[config.mk]
export PLATFORM = sky130hd
export DESIGN_NAME = dcache_ctrl_flat
export DESIGN_NICKNAME = d
export VERILOG_FILES = /design/src/rtl/risc_cache_pkg.sv /design/src/rtl/dcache_ctrl_if.sv /design/src/rtl/dcache_array.sv /design/src/rtl/dcache_ctrl.sv /design/src/flat_wrapper.sv
export SDC_FILE = /design/constraint.sdc
export NUM_CORES = 2
export LEC_CHECK = 0
export CAP_MARGIN = 20
export CORE_MARGIN = 2
export CORE_UTILIZATION = 48
export CTS_BUF_LIST = sky130_fd_sc_hd__clkbuf_4 sky130_fd_sc_hd__clkbuf_8
export DETAILED_ROUTE_END_ITERATION = 7
export PLACE_DENSITY = 0.75
export SLEW_MARGIN = 20
export SYNTH_ARGS = -nofsm -noshare
export SYNTH_HDL_FRONTEND = slang
export SYNTH_MEMORY_MAX_BITS = 65536
export SYNTH_SLANG_ARGS = --single-unit
[constraint.sdc]
create_clock -name clk -period 6.6 [get_ports clk]
set_clock_uncertainty 0.2 [all_clocks]
set_input_delay 1.32 -clock clk [delete_from_list [all_inputs] [get_ports clk]]
set_output_delay 1.32 -clock clk [all_outputs]
set_load 0.1 [all_outputs]
[src/rtl/risc_cache_pkg.sv]
// rtl/risc_cache_pkg.sv - shared types, widths and defaults for the data cache
// Contents: FSM state enum, address field widths/positions, LINES/WORDS defaults,
//           and helpers that split a byte address into offset/index/tag.
package risc_cache_pkg;

    localparam int LINES_DEF  = 32;
    localparam int WORDS_DEF  = 4;

    localparam int OFFSET_W   = 2;
    localparam int INDEX_W    = 5;
    localparam int TAG_W      = 23;

    localparam int OFFSET_LSB = 2;
    localparam int INDEX_LSB  = OFFSET_LSB + OFFSET_W;
    localparam int TAG_LSB    = INDEX_LSB + INDEX_W;

    typedef enum logic [1:0] {
        IDLE   = 2'd0,
        REFILL = 2'd1,
        WRITE  = 2'd2
    } state_t;

    function automatic logic [OFFSET_W-1:0] addr_offset(input logic [31:0] a);
        return a[INDEX_LSB-1:OFFSET_LSB];
    endfunction

    function automatic logic [INDEX_W-1:0] addr_index(input logic [31:0] a);
        return a[TAG_LSB-1:INDEX_LSB];
    endfunction

    function automatic logic [TAG_W-1:0] addr_tag(input logic [31:0] a);
        return a[31:TAG_LSB];
    endfunction

endpackage

[src/rtl/dcache_ctrl_if.sv]
// rtl/dcache_ctrl_if.sv - pipeline and memory-side signals of the data cache
// Ports (slave = cache side):
//   in : addr, wdata, rd_en, wr_en     pipeline request, held stable while stalled
//   out: rdata, stall                  load data and pipeline freeze
//   out: mem_req, mem_we, mem_addr, mem_wdata  memory transaction
//   in : mem_rdata, mem_valid          refill beat / write acknowledge
interface dcache_ctrl_if;

    logic [31:0] addr;
    logic [31:0] wdata;
    logic        rd_en;
    logic        wr_en;
    logic [31:0] rdata;
    logic        stall;
    logic        mem_req;
    logic        mem_we;
    logic [31:0] mem_addr;
    logic [31:0] mem_wdata;
    logic [31:0] mem_rdata;
    logic        mem_valid;

    modport slave (
        input  addr, wdata, rd_en, wr_en, mem_rdata, mem_valid,
        output rdata, stall, mem_req, mem_we, mem_addr, mem_wdata
    );

    modport master (
        output addr, wdata, rd_en, wr_en, mem_rdata, mem_valid,
        input  rdata, stall, mem_req, mem_we, mem_addr, mem_wdata
    );

endinterface

[src/rtl/dcache_array.sv]
// rtl/dcache_array.sv - tag, valid and data storage for a direct-mapped cache
// Ports:
//   clk, rst                          clock, sync active-high reset (clears valid only)
//   rd_index, rd_tag, rd_offset       lookup address fields
//   hit, rd_word                      combinational lookup result
//   wr_word, wr_index, wr_offset, wr_data   single-word data write
//   line_set, line_clr, wr_tag        set line valid with tag / invalidate line
module dcache_array
    import risc_cache_pkg::*;
#(
    parameter int LINES = LINES_DEF,
    parameter int WORDS = WORDS_DEF
) (
    input  logic                clk,
    input  logic                rst,
    input  logic [INDEX_W-1:0]  rd_index,
    input  logic [TAG_W-1:0]    rd_tag,
    input  logic [OFFSET_W-1:0] rd_offset,
    output logic                hit,
    output logic [31:0]         rd_word,
    input  logic                wr_word,
    input  logic [INDEX_W-1:0]  wr_index,
    input  logic [OFFSET_W-1:0] wr_offset,
    input  logic [31:0]         wr_data,
    input  logic                line_set,
    input  logic                line_clr,
    input  logic [TAG_W-1:0]    wr_tag
);

    logic [TAG_W-1:0] tag_mem  [LINES];
    logic [31:0]      data_mem [LINES][WORDS];
    logic [LINES-1:0] valid;

    assign hit     = valid[rd_index] && (tag_mem[rd_index] == rd_tag);
    assign rd_word = data_mem[rd_index][rd_offset];

    // Tag and data contents survive reset; only the valid bits are cleared.
    always_ff @(posedge clk) begin
        if (wr_word) begin
            data_mem[wr_index][wr_offset] <= wr_data;
        end
        if (line_set) begin
            tag_mem[wr_index] <= wr_tag;
        end
    end

    always_ff @(posedge clk) begin
        if (rst) begin
            valid <= '0;
        end else if (line_set) begin
            valid[wr_index] <= 1'b1;
        end else if (line_clr) begin
            valid[wr_index] <= 1'b0;
        end
    end

endmodule

[src/rtl/dcache_ctrl.sv]
// rtl/dcache_ctrl.sv - write-through, no-write-allocate direct-mapped data cache controller
// Ports:
//   clk  rising-edge clock
//   rst  synchronous active-high reset
//   bus  dcache_ctrl_if.slave: pipeline request/response and memory bus
module dcache_ctrl
    import risc_cache_pkg::*;
#(
    parameter int LINES = LINES_DEF,
    parameter int WORDS = WORDS_DEF
) (
    input  logic          clk,
    input  logic          rst,
    dcache_ctrl_if.slave  bus
);

    state_t        state;
    state_t        next_state;
    logic [1:0]    beat_cnt;

    logic          hit;
    logic [31:0]   rd_word;
    logic          wr_word;
    logic [OFFSET_W-1:0] wr_offset;
    logic [31:0]   wr_data;
    logic          line_set;
    logic          line_clr;

    logic          unused_addr_bits;
    assign unused_addr_bits = &{1'b0, bus.addr[1:0]};

    dcache_array #(
        .LINES (LINES),
        .WORDS (WORDS)
    ) u_array (
        .clk       (clk),
        .rst       (rst),
        .rd_index  (addr_index(bus.addr)),
        .rd_tag    (addr_tag(bus.addr)),
        .rd_offset (addr_offset(bus.addr)),
        .hit       (hit),
        .rd_word   (rd_word),
        .wr_word   (wr_word),
        .wr_index  (addr_index(bus.addr)),
        .wr_offset (wr_offset),
        .wr_data   (wr_data),
        .line_set  (line_set),
        .line_clr  (line_clr),
        .wr_tag    (addr_tag(bus.addr))
    );

    always_ff @(posedge clk) begin
        if (rst) begin
            state    <= IDLE;
            beat_cnt <= 2'd0;
        end else begin
            state <= next_state;
            if (state == REFILL && bus.mem_valid) begin
                beat_cnt <= beat_cnt + 2'd1;
            end else if (state != REFILL) begin
                beat_cnt <= 2'd0;
            end
        end
    end

    // A store takes priority over a load when both are requested.
    always_comb begin
        next_state = state;
        case (state)
            IDLE: begin
                if (bus.wr_en) begin
                    next_state = WRITE;
                end else if (bus.rd_en && !hit) begin
                    next_state = REFILL;
                end
            end
            REFILL: begin
                if (bus.mem_valid && beat_cnt == 2'd3) begin
                    next_state = IDLE;
                end
            end
            WRITE: begin
                if (bus.mem_valid) begin
                    next_state = IDLE;
                end
            end
            default: next_state = IDLE;
        endcase
    end

    always_comb begin
        bus.rdata     = 32'd0;
        bus.stall     = 1'b0;
        bus.mem_req   = 1'b0;
        bus.mem_we    = 1'b0;
        bus.mem_addr  = 32'd0;
        bus.mem_wdata = 32'd0;
        wr_word       = 1'b0;
        wr_offset     = addr_offset(bus.addr);
        wr_data       = bus.wdata;
        line_set      = 1'b0;
        line_clr      = 1'b0;
        case (state)
            IDLE: begin
                if (bus.wr_en) begin
                    bus.stall = 1'b1;
                end else if (bus.rd_en) begin
                    if (hit) begin
                        bus.rdata = rd_word;
                    end else begin
                        bus.stall = 1'b1;
                    end
                end
            end
            REFILL: begin
                bus.stall    = 1'b1;
                bus.mem_req  = 1'b1;
                bus.mem_addr = {bus.addr[31:4], 4'b0};
                wr_offset    = beat_cnt;
                wr_data      = bus.mem_rdata;
                // The line stays invalid while partially filled, so an
                // abandoned refill can never produce a false hit.
                if (bus.mem_valid && !rst) begin
                    wr_word  = 1'b1;
                    line_set = (beat_cnt == 2'd3);
                    line_clr = (beat_cnt != 2'd3);
                end
            end
            WRITE: begin
                bus.stall     = !bus.mem_valid;
                bus.mem_req   = 1'b1;
                bus.mem_we    = 1'b1;
                bus.mem_addr  = {bus.addr[31:2], 2'b0};
                bus.mem_wdata = bus.wdata;
                wr_word       = bus.mem_valid && hit && !rst;
            end
            default: ;
        endcase
    end

endmodule
[src/flat_wrapper.sv]
// flat-port wrapper written by rule: the top's interface ports become plain ports
module dcache_ctrl_flat import risc_cache_pkg::*;
#(
    parameter int LINES = LINES_DEF,
    parameter int WORDS = WORDS_DEF
)
  (clk, rst, bus_addr, bus_wdata, bus_rd_en, bus_wr_en, bus_mem_rdata, bus_mem_valid, bus_rdata, bus_stall, bus_mem_req, bus_mem_we, bus_mem_addr, bus_mem_wdata);
  dcache_ctrl_if bus_i ();
  input  logic clk;
  input  logic rst;
  input wire logic [$bits(bus_i.addr)-1:0] bus_addr;
  input wire logic [$bits(bus_i.wdata)-1:0] bus_wdata;
  input wire logic [$bits(bus_i.rd_en)-1:0] bus_rd_en;
  input wire logic [$bits(bus_i.wr_en)-1:0] bus_wr_en;
  input wire logic [$bits(bus_i.mem_rdata)-1:0] bus_mem_rdata;
  input wire logic [$bits(bus_i.mem_valid)-1:0] bus_mem_valid;
  output wire logic [$bits(bus_i.rdata)-1:0] bus_rdata;
  output wire logic [$bits(bus_i.stall)-1:0] bus_stall;
  output wire logic [$bits(bus_i.mem_req)-1:0] bus_mem_req;
  output wire logic [$bits(bus_i.mem_we)-1:0] bus_mem_we;
  output wire logic [$bits(bus_i.mem_addr)-1:0] bus_mem_addr;
  output wire logic [$bits(bus_i.mem_wdata)-1:0] bus_mem_wdata;
  assign bus_i.addr = bus_addr;
  assign bus_i.wdata = bus_wdata;
  assign bus_i.rd_en = bus_rd_en;
  assign bus_i.wr_en = bus_wr_en;
  assign bus_i.mem_rdata = bus_mem_rdata;
  assign bus_i.mem_valid = bus_mem_valid;
  assign bus_rdata = bus_i.rdata;
  assign bus_stall = bus_i.stall;
  assign bus_mem_req = bus_i.mem_req;
  assign bus_mem_we = bus_i.mem_we;
  assign bus_mem_addr = bus_i.mem_addr;
  assign bus_mem_wdata = bus_i.mem_wdata;
  dcache_ctrl #(.LINES(LINES), .WORDS(WORDS)) u_core (.clk(clk), .rst(rst), .bus(bus_i));
endmodule
==> flow_summary.ini <==
[clock_tree]
clock-sinks = 4868
ctsHoldBuffers = 0
clockBufferDepth = 4
insertion_delay_ns = 1.25
cts_buffers = 727
clock-root-buffer = clkbuf_8
cts_tree = yes
h-tree-depth = 6
path_clk_slew_ns = 0.06

[placed_design]
dp_hpwl_um = 294700
finalWeightedCongestion = 0.8693
place_inst = 14026
dp_slack_ns = -0.4311
placed_area_um2 = 203000
io_buffers = 195

[yosys]
seq_area_frac_synth = 0.7794
yosysTopAreaCellShare = 0.7756
synth_area_leaders = edfxtp_1 78%, mux4_2 13%, mux2i_1 2.8%
syn_inst = 8465
synth_top_area_cell = edfxtp_1
avgSynthCellArea_um2 = 22.10
synth_seq_cells = 4868
synth_ff_type = edfxtp_1
syn_area_um2 = 187100
yosysUniqueCellTypes = 67
synthArstFlopShare = 0
synth_commonest_cells = 4,832 x edfxtp_1, 1,094 x mux4_2, 528 x mux2i_1
yosys_warnings = 0
synth_edf_count = 4832
synth.most_common_cell = edfxtp_1

[grt]
grt_pass1_wl_um = 723500
grt_max_degree = 110
antenna_found_initial = 32
grt_pass1_vias = 98255
grt-ovfl-total = 0
track_usage = 0.2570

[routing]
drt-initial-drc-count = 16811
routed_wirelength_um = 521600
drc = 32
detail-route-antenna-nets = 0
via_count = 99620
first_pass_iters = 8
viasPerCell = 6.474
wl_per_cell_um = 33.89

[sta]
finalCritPeriodShare = 1.027
slew_headroom = 0.1928
hold_violations = 0
tightest_slew_ns = 1.196
slew_viol_final = 0
setup_ws_ns = -0.1781
rsz0062_at_grt = yes
setup_violations = 32
fmax_mhz = 147.5
hold-worst-slack_ns = 0.2848
period_needed_ns = 6.778

[cells_and_area]
drive_gt1_frac = 0.3245
design_area_um2 = 218600
fin_util = 0.5625
fill_cells = 27220
instances_no_fill = 15388
area_growth_pct = 16.83
nNetsFinal = 9698

[worst_setup_path]
endpoint_kind = primary output
crit_fanout = 16
arrival_ns = 5.26
worst-path-buf-inv = 8
cp_common_cell = buf_12
crit_type = in -> out
crit_family = simple AND/OR/NAND/NOR gates
cpMaxStageDelayCell = or4b_4
startpoint_type = primary input
critical_path.cell_chain = buf_8, or4b_4, buf_12, buf_12, o22ai_4, nor4_4, a31oi_4, o211ai_1, nor3_2, buf_4, nand4_1, nor4_4, buf_12, buf_12, o221a_1, buf_6, buf_12
worstPathRequired_ns = 5.08
crit_path_max_incr_delay_ns = 0.60

[status]
violations = DRC, setup timing
status = finished, violations left

[die]
coreArea_um2 = 388500
rows = 229
initial_utilization = 0.4815
boundaryPins = 200
dieHeight_um = 628.3
design.die.area_um2 = 394800
die_x_um = 628.3

[power_and_ir_drop]
p_per_area_nw_per_um2 = 285.8
ir_drop_uv = 215.4
p_leak_nw = 69.75

[run]
cap_violations = 0

[worst_hold_path]
hold_class = reg -> reg
## layout make-up
cell class                 instances  area (um2)  area share
clock buffer                     983       11970     0.05475
tap                             5197        6502     0.02975
inverter                          41       156.4   0.0007156
timing repair buffer             893       11160     0.05107
multi-input combinational       3061       40900      0.1871
sequential                      4868      145800      0.6672
clock inverter                   330        2014    0.009217
antenna                           15       37.54   0.0001717
## cells by family after synthesis
family | after synthesis | synth area share
flops | 4868 | 0.7794
fa+ha+maj | 5 | 0.0003344
compound gates | 792 | 0.02763
simple gates | 562 | 0.01519
mux | 1694 | 0.1643
other cells | 1 | 0.00002004
xor+xnor | 6 | 0.0002809
buf+inv | 537 | 0.01282
## where the power goes
| group | switching [mW] | internal, mW | total [mW] |
|---|---|---|---|
| Sequential | 0.00230 | 34.4 | 34.4 |
| Combinational | 2.89 | 1.38 | 4.27 |
| Clock | 11.7 | 12.1 | 23.8 |
## layer usage
layer,GRT usage,wire [um],vias up
met5,0,49,-
met1,0.3431,179400,51558
met3,0.06808,71990,1311
li1,-,-,38397
met2,0.3998,243900,8346
met4,0.1153,26160,8
## tightest hold or removal path: cells and delay by family, from the launching register on
family	cells	cell delay, ns
AOI/OAI and AO/OA	2	0.13
DFF	1	0.31
## what timing repair did
item,CTS,global route
setup buffers,9,13
cloned,3,6
hold endpoints to repair,0,0
setup endpoints to repair,32,33
pin swaps,19,19
gates resized for setup,90,94
## worst paths after layout
path / from / endpoint / slack (ns) / cells past startpoint
hold reg to reg: register / register / 0.28 / 2
setup / recovery: bus_addr[5] / bus_rdata[29] / -0.18 / 17
hold / removal: register / register / 0.28 / 2
setup reg to reg: u_core.u_array.tag_mem[5][0] / u_core.u_array.data_mem[26][16] / 1.69 / 13
## flip-flops by register name (all words and copies together), names as in the netlist, named ones only
register,cells
u_core.u_array.data_mem,4096
u_core.state,2
u_core.u_array.tag_mem,736
u_core.beat_cnt,2
## stage by stage
step,TNS (ns),power [mW]
after floorplan,-0.2849,37.31
after global placement,-13.22,39.01
after detailed placement,-12.44,39.16
after CTS,0,62.49
after global routing,-3.113,64.05
final,-3.857,62.46
## layout by cell type, fill, tap and decap left out, drive strengths merged, types with 8 or more instances in the layout
master | Yosys | final
edfxtp | 4832 | 4832
mux4 | 1094 | 1094
clkbuf | 263 | 989
buf | 233 | 750
mux2i | 528 | 528
o22ai | 313 | 313
clkinv | 0 | 283
nor2 | 204 | 204
clkdlybuf4s50 | 0 | 136
a21oi | 135 | 135
o21ai | 117 | 117
nand2 | 80 | 80
inv | 41 | 74
mux2 | 72 | 72
and2 | 71 | 71
nor4 | 60 | 60
nand3 | 51 | 51
a211oi | 51 | 51
o221ai | 36 | 36
dfxtp | 36 | 36
nor2b | 21 | 21
a221oi | 18 | 18
a2111oi | 17 | 17
o31ai | 16 | 16
a22o | 16 | 16
diode | 0 | 15
a21o | 13 | 13
o311a | 13 | 13
nand4 | 12 | 12
and3 | 12 | 12
nor3 | 11 | 11
nand2b | 11 | 11
a22oi | 10 | 10
clkinvlp | 0 | 8
Power figures use the tool's default switching activity.
